==> src/rtl/spi_slave_burst.sv <==
// Multi-word SPI slave: all four SPI modes, unbounded bursts per chip-select window,
// pull-style transmit handshake, strobed receive. Optional macro: SPIS_BURST_SYNC_EN.
module spi_slave_burst #(
    parameter int                    DATA_WIDTH = 8,
    parameter int                    WCNT_WIDTH = 8,
    parameter logic [DATA_WIDTH-1:0] TX_IDLE    = {DATA_WIDTH{1'b1}}
) (
    input  logic                  clk,
    input  logic                  arstn,
    input  logic                  cpol,
    input  logic                  cpha,
    input  logic                  sclk,
    input  logic                  csn,
    input  logic                  mosi,
    output logic                  miso,
    output logic                  miso_oe,
    input  logic [DATA_WIDTH-1:0] tx_data,
    input  logic                  tx_valid,
    output logic                  tx_ready,
    output logic                  tx_underrun,
    output logic [DATA_WIDTH-1:0] rx_data,
    output logic                  rx_valid,
    output logic                  frame_done,
    output logic                  frame_err,
    output logic [WCNT_WIDTH-1:0] word_cnt,
    output logic                  busy
);

    localparam int                    BCNT_W    = $clog2(DATA_WIDTH);
    localparam logic [BCNT_W-1:0]     BCNT_ONE  = BCNT_W'(1);
    localparam logic [BCNT_W-1:0]     BCNT_LAST = BCNT_W'(DATA_WIDTH - 1);
    localparam logic [WCNT_WIDTH-1:0] WCNT_ONE  = WCNT_WIDTH'(1);

    typedef enum logic [1:0] {
        ST_IDLE,
        ST_LOAD,
        ST_ACTIVE,
        ST_DONE
    } state_t;

    function automatic logic [WCNT_WIDTH-1:0] sat_inc(input logic [WCNT_WIDTH-1:0] v);
        return (&v) ? v : v + WCNT_ONE;
    endfunction

    logic w_sclk_in;
    logic w_csn_in;
    logic w_mosi_in;

`ifdef SPIS_BURST_SYNC_EN
    logic [1:0] r_sclk_sync;
    logic [1:0] r_csn_sync;
    logic [1:0] r_mosi_sync;

    always_ff @(posedge clk or negedge arstn) begin
        if (!arstn) begin
            r_sclk_sync <= 2'b00;
            r_csn_sync  <= 2'b11;
            r_mosi_sync <= 2'b00;
        end else begin
            r_sclk_sync <= {r_sclk_sync[0], sclk};
            r_csn_sync  <= {r_csn_sync[0], csn};
            r_mosi_sync <= {r_mosi_sync[0], mosi};
        end
    end

    assign w_sclk_in = r_sclk_sync[1];
    assign w_csn_in  = r_csn_sync[1];
    assign w_mosi_in = r_mosi_sync[1];
`else
    assign w_sclk_in = sclk;
    assign w_csn_in  = csn;
    assign w_mosi_in = mosi;
`endif

    // Edge-detect stage: _p0 is the current registered pin, _p1 its previous value
    logic r_sclk_p0;
    logic r_sclk_p1;
    logic r_csn_p0;
    logic r_csn_p1;

    always_ff @(posedge clk or negedge arstn) begin
        if (!arstn) begin
            r_sclk_p0 <= 1'b0;
            r_sclk_p1 <= 1'b0;
            r_csn_p0  <= 1'b1;
            r_csn_p1  <= 1'b1;
        end else begin
            r_sclk_p0 <= w_sclk_in;
            r_sclk_p1 <= r_sclk_p0;
            r_csn_p0  <= w_csn_in;
            r_csn_p1  <= r_csn_p0;
        end
    end

    state_t                  r_state;
    state_t                  w_state_nxt;
    logic                    r_cpol;
    logic                    r_cpha;
    logic [BCNT_W-1:0]       r_bit_cnt;
    logic [DATA_WIDTH-1:0]   r_tx_sr;
    logic [DATA_WIDTH-2:0]   r_rx_sr;
    logic [DATA_WIDTH-1:0]   w_rx_word;
    logic                    r_load_pend;
    logic                    r_hold;
    logic                    r_rx_valid;
    logic                    r_frame_done;
    logic                    r_frame_err;
    logic [DATA_WIDTH-1:0]   r_rx_data;
    logic [WCNT_WIDTH-1:0]   r_word_cnt;

    logic w_csn_fall;
    logic w_csn_rise;
    logic w_sclk_edge;
    logic w_lead;
    logic w_in_frame;
    logic w_sample;
    logic w_shift;
    logic w_last_bit;
    logic w_word_load;

    assign w_csn_fall  = r_csn_p1 & ~r_csn_p0;
    assign w_csn_rise  = ~r_csn_p1 & r_csn_p0;
    assign w_sclk_edge = r_sclk_p0 ^ r_sclk_p1;
    // A leading edge leaves the idle level, so the previous level equals cpol
    assign w_lead      = w_sclk_edge & (r_sclk_p1 == r_cpol);
    assign w_in_frame  = (r_state == ST_ACTIVE) & ~r_csn_p0;
    assign w_sample    = w_in_frame & w_sclk_edge & (r_cpha ? ~w_lead : w_lead);
    assign w_shift     = w_in_frame & w_sclk_edge & (r_cpha ? w_lead : ~w_lead);
    assign w_last_bit  = (r_bit_cnt == BCNT_LAST);
    assign w_rx_word   = {r_rx_sr, w_mosi_in};

    always_ff @(posedge clk or negedge arstn) begin
        if (!arstn) begin
            r_state <= ST_IDLE;
        end else begin
            r_state <= w_state_nxt;
        end
    end

    always_comb begin
        w_state_nxt = r_state;
        w_word_load = 1'b0;
        case (r_state)
            ST_IDLE: begin
                if (w_csn_fall) begin
                    w_state_nxt = ST_LOAD;
                end
            end
            ST_LOAD: begin
                w_state_nxt = ST_ACTIVE;
                w_word_load = 1'b1;
            end
            ST_ACTIVE: begin
                if (w_csn_rise) begin
                    w_state_nxt = ST_DONE;
                end
                // cpha=1 reloads on the final sample; cpha=0 on the following shift edge
                if (r_cpha) begin
                    w_word_load = w_sample & w_last_bit;
                end else begin
                    w_word_load = w_shift & r_load_pend;
                end
            end
            ST_DONE: begin
                w_state_nxt = ST_IDLE;
            end
            default: begin
                w_state_nxt = ST_IDLE;
            end
        endcase
    end

    always_ff @(posedge clk or negedge arstn) begin
        if (!arstn) begin
            r_cpol       <= 1'b0;
            r_cpha       <= 1'b0;
            r_bit_cnt    <= '0;
            r_tx_sr      <= '0;
            r_rx_sr      <= '0;
            r_load_pend  <= 1'b0;
            r_hold       <= 1'b0;
            r_rx_valid   <= 1'b0;
            r_frame_done <= 1'b0;
            r_frame_err  <= 1'b0;
            r_rx_data    <= '0;
            r_word_cnt   <= '0;
        end else begin
            r_rx_valid   <= 1'b0;
            r_frame_done <= 1'b0;
            r_frame_err  <= 1'b0;

            if (r_state == ST_LOAD) begin
                r_cpol      <= cpol;
                r_cpha      <= cpha;
                r_bit_cnt   <= '0;
                r_rx_sr     <= '0;
                r_word_cnt  <= '0;
            end

            if (w_word_load) begin
                r_tx_sr     <= tx_valid ? tx_data : TX_IDLE;
                r_hold      <= 1'b1;
                r_load_pend <= 1'b0;
            end else if (w_shift) begin
                // With cpha=1 the MSB is already on miso, so the first shift edge keeps it
                if (r_cpha && r_hold) begin
                    r_hold <= 1'b0;
                end else begin
                    r_tx_sr <= {r_tx_sr[DATA_WIDTH-2:0], 1'b0};
                end
            end

            if (w_sample) begin
                r_rx_sr <= w_rx_word[DATA_WIDTH-2:0];
                if (w_last_bit) begin
                    r_rx_data   <= w_rx_word;
                    r_rx_valid  <= 1'b1;
                    r_word_cnt  <= sat_inc(r_word_cnt);
                    r_bit_cnt   <= '0;
                    r_load_pend <= ~r_cpha;
                end else begin
                    r_bit_cnt <= r_bit_cnt + BCNT_ONE;
                end
            end

            if (r_state == ST_DONE) begin
                r_frame_done <= 1'b1;
                r_frame_err  <= (r_bit_cnt != '0);
            end
        end
    end

    assign miso        = (r_state == ST_ACTIVE) & r_tx_sr[DATA_WIDTH-1];
    assign miso_oe     = (r_state == ST_ACTIVE);
    assign busy        = (r_state == ST_LOAD) | (r_state == ST_ACTIVE);
    assign tx_ready    = w_word_load;
    assign tx_underrun = w_word_load & ~tx_valid;
    assign rx_data     = r_rx_data;
    assign rx_valid    = r_rx_valid;
    assign frame_done  = r_frame_done;
    assign frame_err   = r_frame_err;
    assign word_cnt    = r_word_cnt;

endmodule

==> config.mk <==
export PLATFORM = sky130hd
export DESIGN_NAME = spi_slave_burst
export DESIGN_NICKNAME = d
export VERILOG_FILES = /design/src/rtl/spi_slave_burst.sv
export SDC_FILE = /design/constraint.sdc
export NUM_CORES = 1
export LEC_CHECK = 0
export BUFFER_PORTS_ARGS = -buffer_cell sky130_fd_sc_hd__buf_2
export CORE_MARGIN = 2
export CORE_UTILIZATION = 30
export CTS_BUF_LIST = sky130_fd_sc_hd__clkbuf_2
export CTS_CLUSTER_DIAMETER = 30
export DETAILED_ROUTE_END_ITERATION = 10
export PLACE_DENSITY = 0.52
export SETUP_SLACK_MARGIN = 0.02
export SYNTH_ARGS = -nofsm -noshare
export SYNTH_HDL_FRONTEND = slang
export SYNTH_SLANG_ARGS = --single-unit
==> constraint.sdc <==
create_clock -name clk -period 2.2 [get_ports clk]
set_clock_uncertainty 0.05 [all_clocks]
set_input_delay 0 -clock clk [delete_from_list [all_inputs] [get_ports clk]]
set_output_delay 0 -clock clk [all_outputs]
set_load 0.01 [all_outputs]
==> impl_metrics.env <==
export IMPL_antenna_found_initial=0
export IMPL_synth_area_mm2=0.00231
export IMPL_clock_sinks=47
export IMPL_hp_class="input port to asynchronous set/reset pin"
export IMPL_cts_made_buffers=5
export IMPL_critical_path_endpoint="tx_underrun"
export IMPL_dr_first_iter_drc_count=67
export IMPL_cell_internal_power_mw=1.65
export IMPL_synth_cells=218
export IMPL_post_drt_wl_per_cell_um=12.3
export IMPL_fin_util=0.412
export IMPL_timing_reg2reg_worst_path_depth=5
export IMPL_synth_net_count=242
export IMPL_regToRegStartpoint="r_cpha"
export IMPL_post_route_cells_drive_above_1_share=0.265
export IMPL_synth_warnings=0
export IMPL_power_leakage_nw=1.47
export IMPL_timing_max_transition_violations_final=0
export IMPL_die_width_um=91.7
export IMPL_hold_slack_ns=0.0270
export IMPL_buffer_ports_inserted=39
export IMPL_final_antenna_net_count=0
export IMPL_global_route_total_usage_across_every_layer=0.118
export IMPL_detail_route_vias_per_cell=4.58
export IMPL_place_detailed_instances=355
export IMPL_count_of_unresolved_drc_violations_after_routing=0
export IMPL_post_synth_num_cell_types=41
export IMPL_worstSetupStartpointType="flip-flop"
export IMPL_ir_drop_uv=366
export IMPL_final_hold_viol_count=0
export IMPL_relative_slew_margins=0.599
export IMPL_setup_violations_final=0
export IMPL_fin_nets=317
export IMPL_clock_insertion_delay_at_the_later_pin_of_the_skew_report_ns=0.43
export IMPL_criticalPathCategory="flip-flop to output port"
export IMPL_cts_root_buffer_cell="sky130_fd_sc_hd__clkbuf_2"
export IMPL_clock_path_buffers=2
export IMPL_run_status="finished, final reports clean"
export IMPL_critPathMaxFanout=7
export IMPL_synth_avg_cell_area_um2=10.6
export IMPL_rsz_0062_raised_after_global_routing="yes"
export IMPL_cp_end_kind="output port"
export IMPL_die_height_um=91.7
export IMPL_n_antenna_cell=0
export IMPL_timing_critical_path_required_ns=2.15
export IMPL_synth_edf_count=0
export IMPL_row_count=31
export IMPL_post_layout_total_power_mw=2.49
export IMPL_initial_utilization=0.315
export IMPL_power_share_sequential=0.454
export IMPL_globalRoute_totalOverflow=0
export IMPL_clk_network_pwr_share=0.195
export IMPL_flow_area_growth_from_synthesis_pct=31.0
export IMPL_firstDrtPassIters=4
export IMPL_ys_async_sr_fraction=1.00
export IMPL_top_achievable_clock_speed_mhz=462
export IMPL_ys_ff_latch=47
export IMPL_pwr_density_cell_mw_per_mm2=824
export IMPL_grt_pass1_vias=1713
export IMPL_tritoncts="built"
export IMPL_cp_arrival_ns=2.11
export IMPL_final_common_cell="sky130_fd_sc_hd__nand2_1"
export IMPL_cts_reportedPaths_clkPinSlew_ns=0.24
export IMPL_cp_startpoint="r_bit_cnt[1]"
export IMPL_cts_htree_levels=2
export IMPL_pin_count=40
export IMPL_routed_wl_um=4830
export IMPL_synthFlopType="sky130_fd_sc_hd__dfrtp_1"
export IMPL_final_cell_count_no_fill=393
export IMPL_grt_first_pass_wirelength_um=8100
export IMPL_vias=1801
export IMPL_design_die_area_mm2=0.00841
export IMPL_min_period_ns=2.16
export IMPL_fin_setup_tns_ns=0
export IMPL_cap_viol_max_count=0
export IMPL_mostFrequentLayoutCells="sky130_fd_sc_hd__nand2_1 (46), sky130_fd_sc_hd__dfrtp_1 (45), sky130_fd_sc_hd__buf_2 (39), sky130_fd_sc_hd__dlygate4sd3_1 (22), sky130_fd_sc_hd__mux2i_1 (16)"
export IMPL_destination_of_the_worst_register_to_register_timing_path="word_cnt[2]"
export IMPL_core_mm2=0.00733
export IMPL_worstMarginPinSlew_ns=0.601
export IMPL_place_detailed_hpwl_um=3260
export IMPL_comb_power_share=0.351
export IMPL_net_switching_power_mw=0.839
export IMPL_netSwitchingFraction=0.337
export IMPL_finalWeightedCongestion=0.763
export IMPL_synth_yosys_seq_area_share=0.511
export IMPL_regToRegSetupSlack_ns=0.28
export IMPL_post_route_fraction_of_the_period_consumed_by_the_critical_path=0.983
export IMPL_grt_start_max_net_pins=27
[cell usage after synthesis (4+ instances only)]
cell type / n / area, µm²
sky130_fd_sc_hd__a21oi_1: 5 / 25.0
sky130_fd_sc_hd__nand3b_1: 8 / 60.1
sky130_fd_sc_hd__buf_2: 4 / 20.0
sky130_fd_sc_hd__and2_1: 4 / 25.0
sky130_fd_sc_hd__inv_1: 7 / 26.3
sky130_fd_sc_hd__nor2b_1: 11 / 68.8
sky130_fd_sc_hd__mux2_2: 4 / 45.0
sky130_fd_sc_hd__nor2_1: 6 / 22.5
sky130_fd_sc_hd__dfrtp_1: 45 / 1130
sky130_fd_sc_hd__o21ai_0: 5 / 25.0
sky130_fd_sc_hd__ha_1: 8 / 100
sky130_fd_sc_hd__nor3b_1: 4 / 30.0
sky130_fd_sc_hd__nor3_1: 5 / 25.0
sky130_fd_sc_hd__mux2i_1: 16 / 160
sky130_fd_sc_hd__nand2_1: 46 / 173
[logic make-up after synthesis]
group / after synthesis / share of synthesized area
fa+ha+maj: 8 / 0.0434
simple gates: 96 / 0.216
mux: 22 / 0.105
compound gates: 28 / 0.0846
xor+xnor: 2 / 0.00759
buf+inv: 15 / 0.0331
flops: 47 / 0.511
[sequential cells by signal, summed over array words and instances (netlist names), 2 cells and up]
signal and count:
r_rx_sr 7, rx_data 8, r_tx_sr 8, word_cnt 8, r_state 2, r_bit_cnt 3
[how the worst min path moves through the flow]
stage / endpoint / cells past startpoint / start
after floorplan: frame_done / 0 / arstn
after global placement: word_cnt[4] / 1 / arstn
after detailed placement: word_cnt[4] / 1 / arstn
after CTS: r_bit_cnt[1] / 2 / arstn
after global routing: word_cnt[4] / 2 / arstn
final: word_cnt[4] / 2 / arstn
[metal layers]
layer  track usage  wire length [µm]  up-vias
li1              -                 -      903
met1         0.160              2260      860
met2         0.192              2330       33
met3        0.0288               187        5
met4        0.0261                47        0
met5             0                 0        -
[critical path, cell delays in order, from the launching register on]
cell and delay, ns:
sky130_fd_sc_hd__dfrtp_1 0.47, sky130_fd_sc_hd__ha_4 0.18, sky130_fd_sc_hd__ha_4 0.16, sky130_fd_sc_hd__mux2_4 0.26, sky130_fd_sc_hd__a31oi_1 0.18, sky130_fd_sc_hd__nor2b_1 0.07, sky130_fd_sc_hd__buf_6 0.13, sky130_fd_sc_hd__nor2b_1 0.12
sky130_fd_sc_hd__buf_2 0.13
[area by class of cell]
type | instances | area [µm²]
clock inverters | 3 | 43.8
multi-input cells | 156 | 1100
well taps | 99 | 124
clock buffers | 5 | 25.0
flip-flops and latches | 47 | 1180
fillers | 736 | 4310
inverters | 8 | 30.0
repair buffers | 75 | 524
[through the flow]
stage | setup slack (ns) | cell area [µm²]
floorplan | 0.238 | 2310
global placement | 0.257 | 2630
global route | -0.0895 | 3020
finish | 0.0373 | 3020
detailed placement | 0.203 | 2630
CTS | 0.00382 | 2970
[power by group through the flow]
stage          combinational (mW)  clock [mW]  sequential, mW
2_1_floorplan               0.601           0            1.10
3_3_place_gp                0.749           0            1.14
3_5_place_dp                0.758           0            1.14
4_1_cts                     0.845       0.516            1.12
5_1_grt                     0.974       0.555            1.15
6_report                    0.875       0.484            1.13
[repair_timing]
action / 4_1_cts / 5_1_grt
buffers inserted: 3 / 5
endpoints found under the setup margin: 2 / 2
resized for setup: 6 / 4
pin swaps: 2 / 2
hold buffers: 22 / 0
hold endpoints to repair: 61 / 0
No activity file was read; power rests on OpenSTA's default activity.
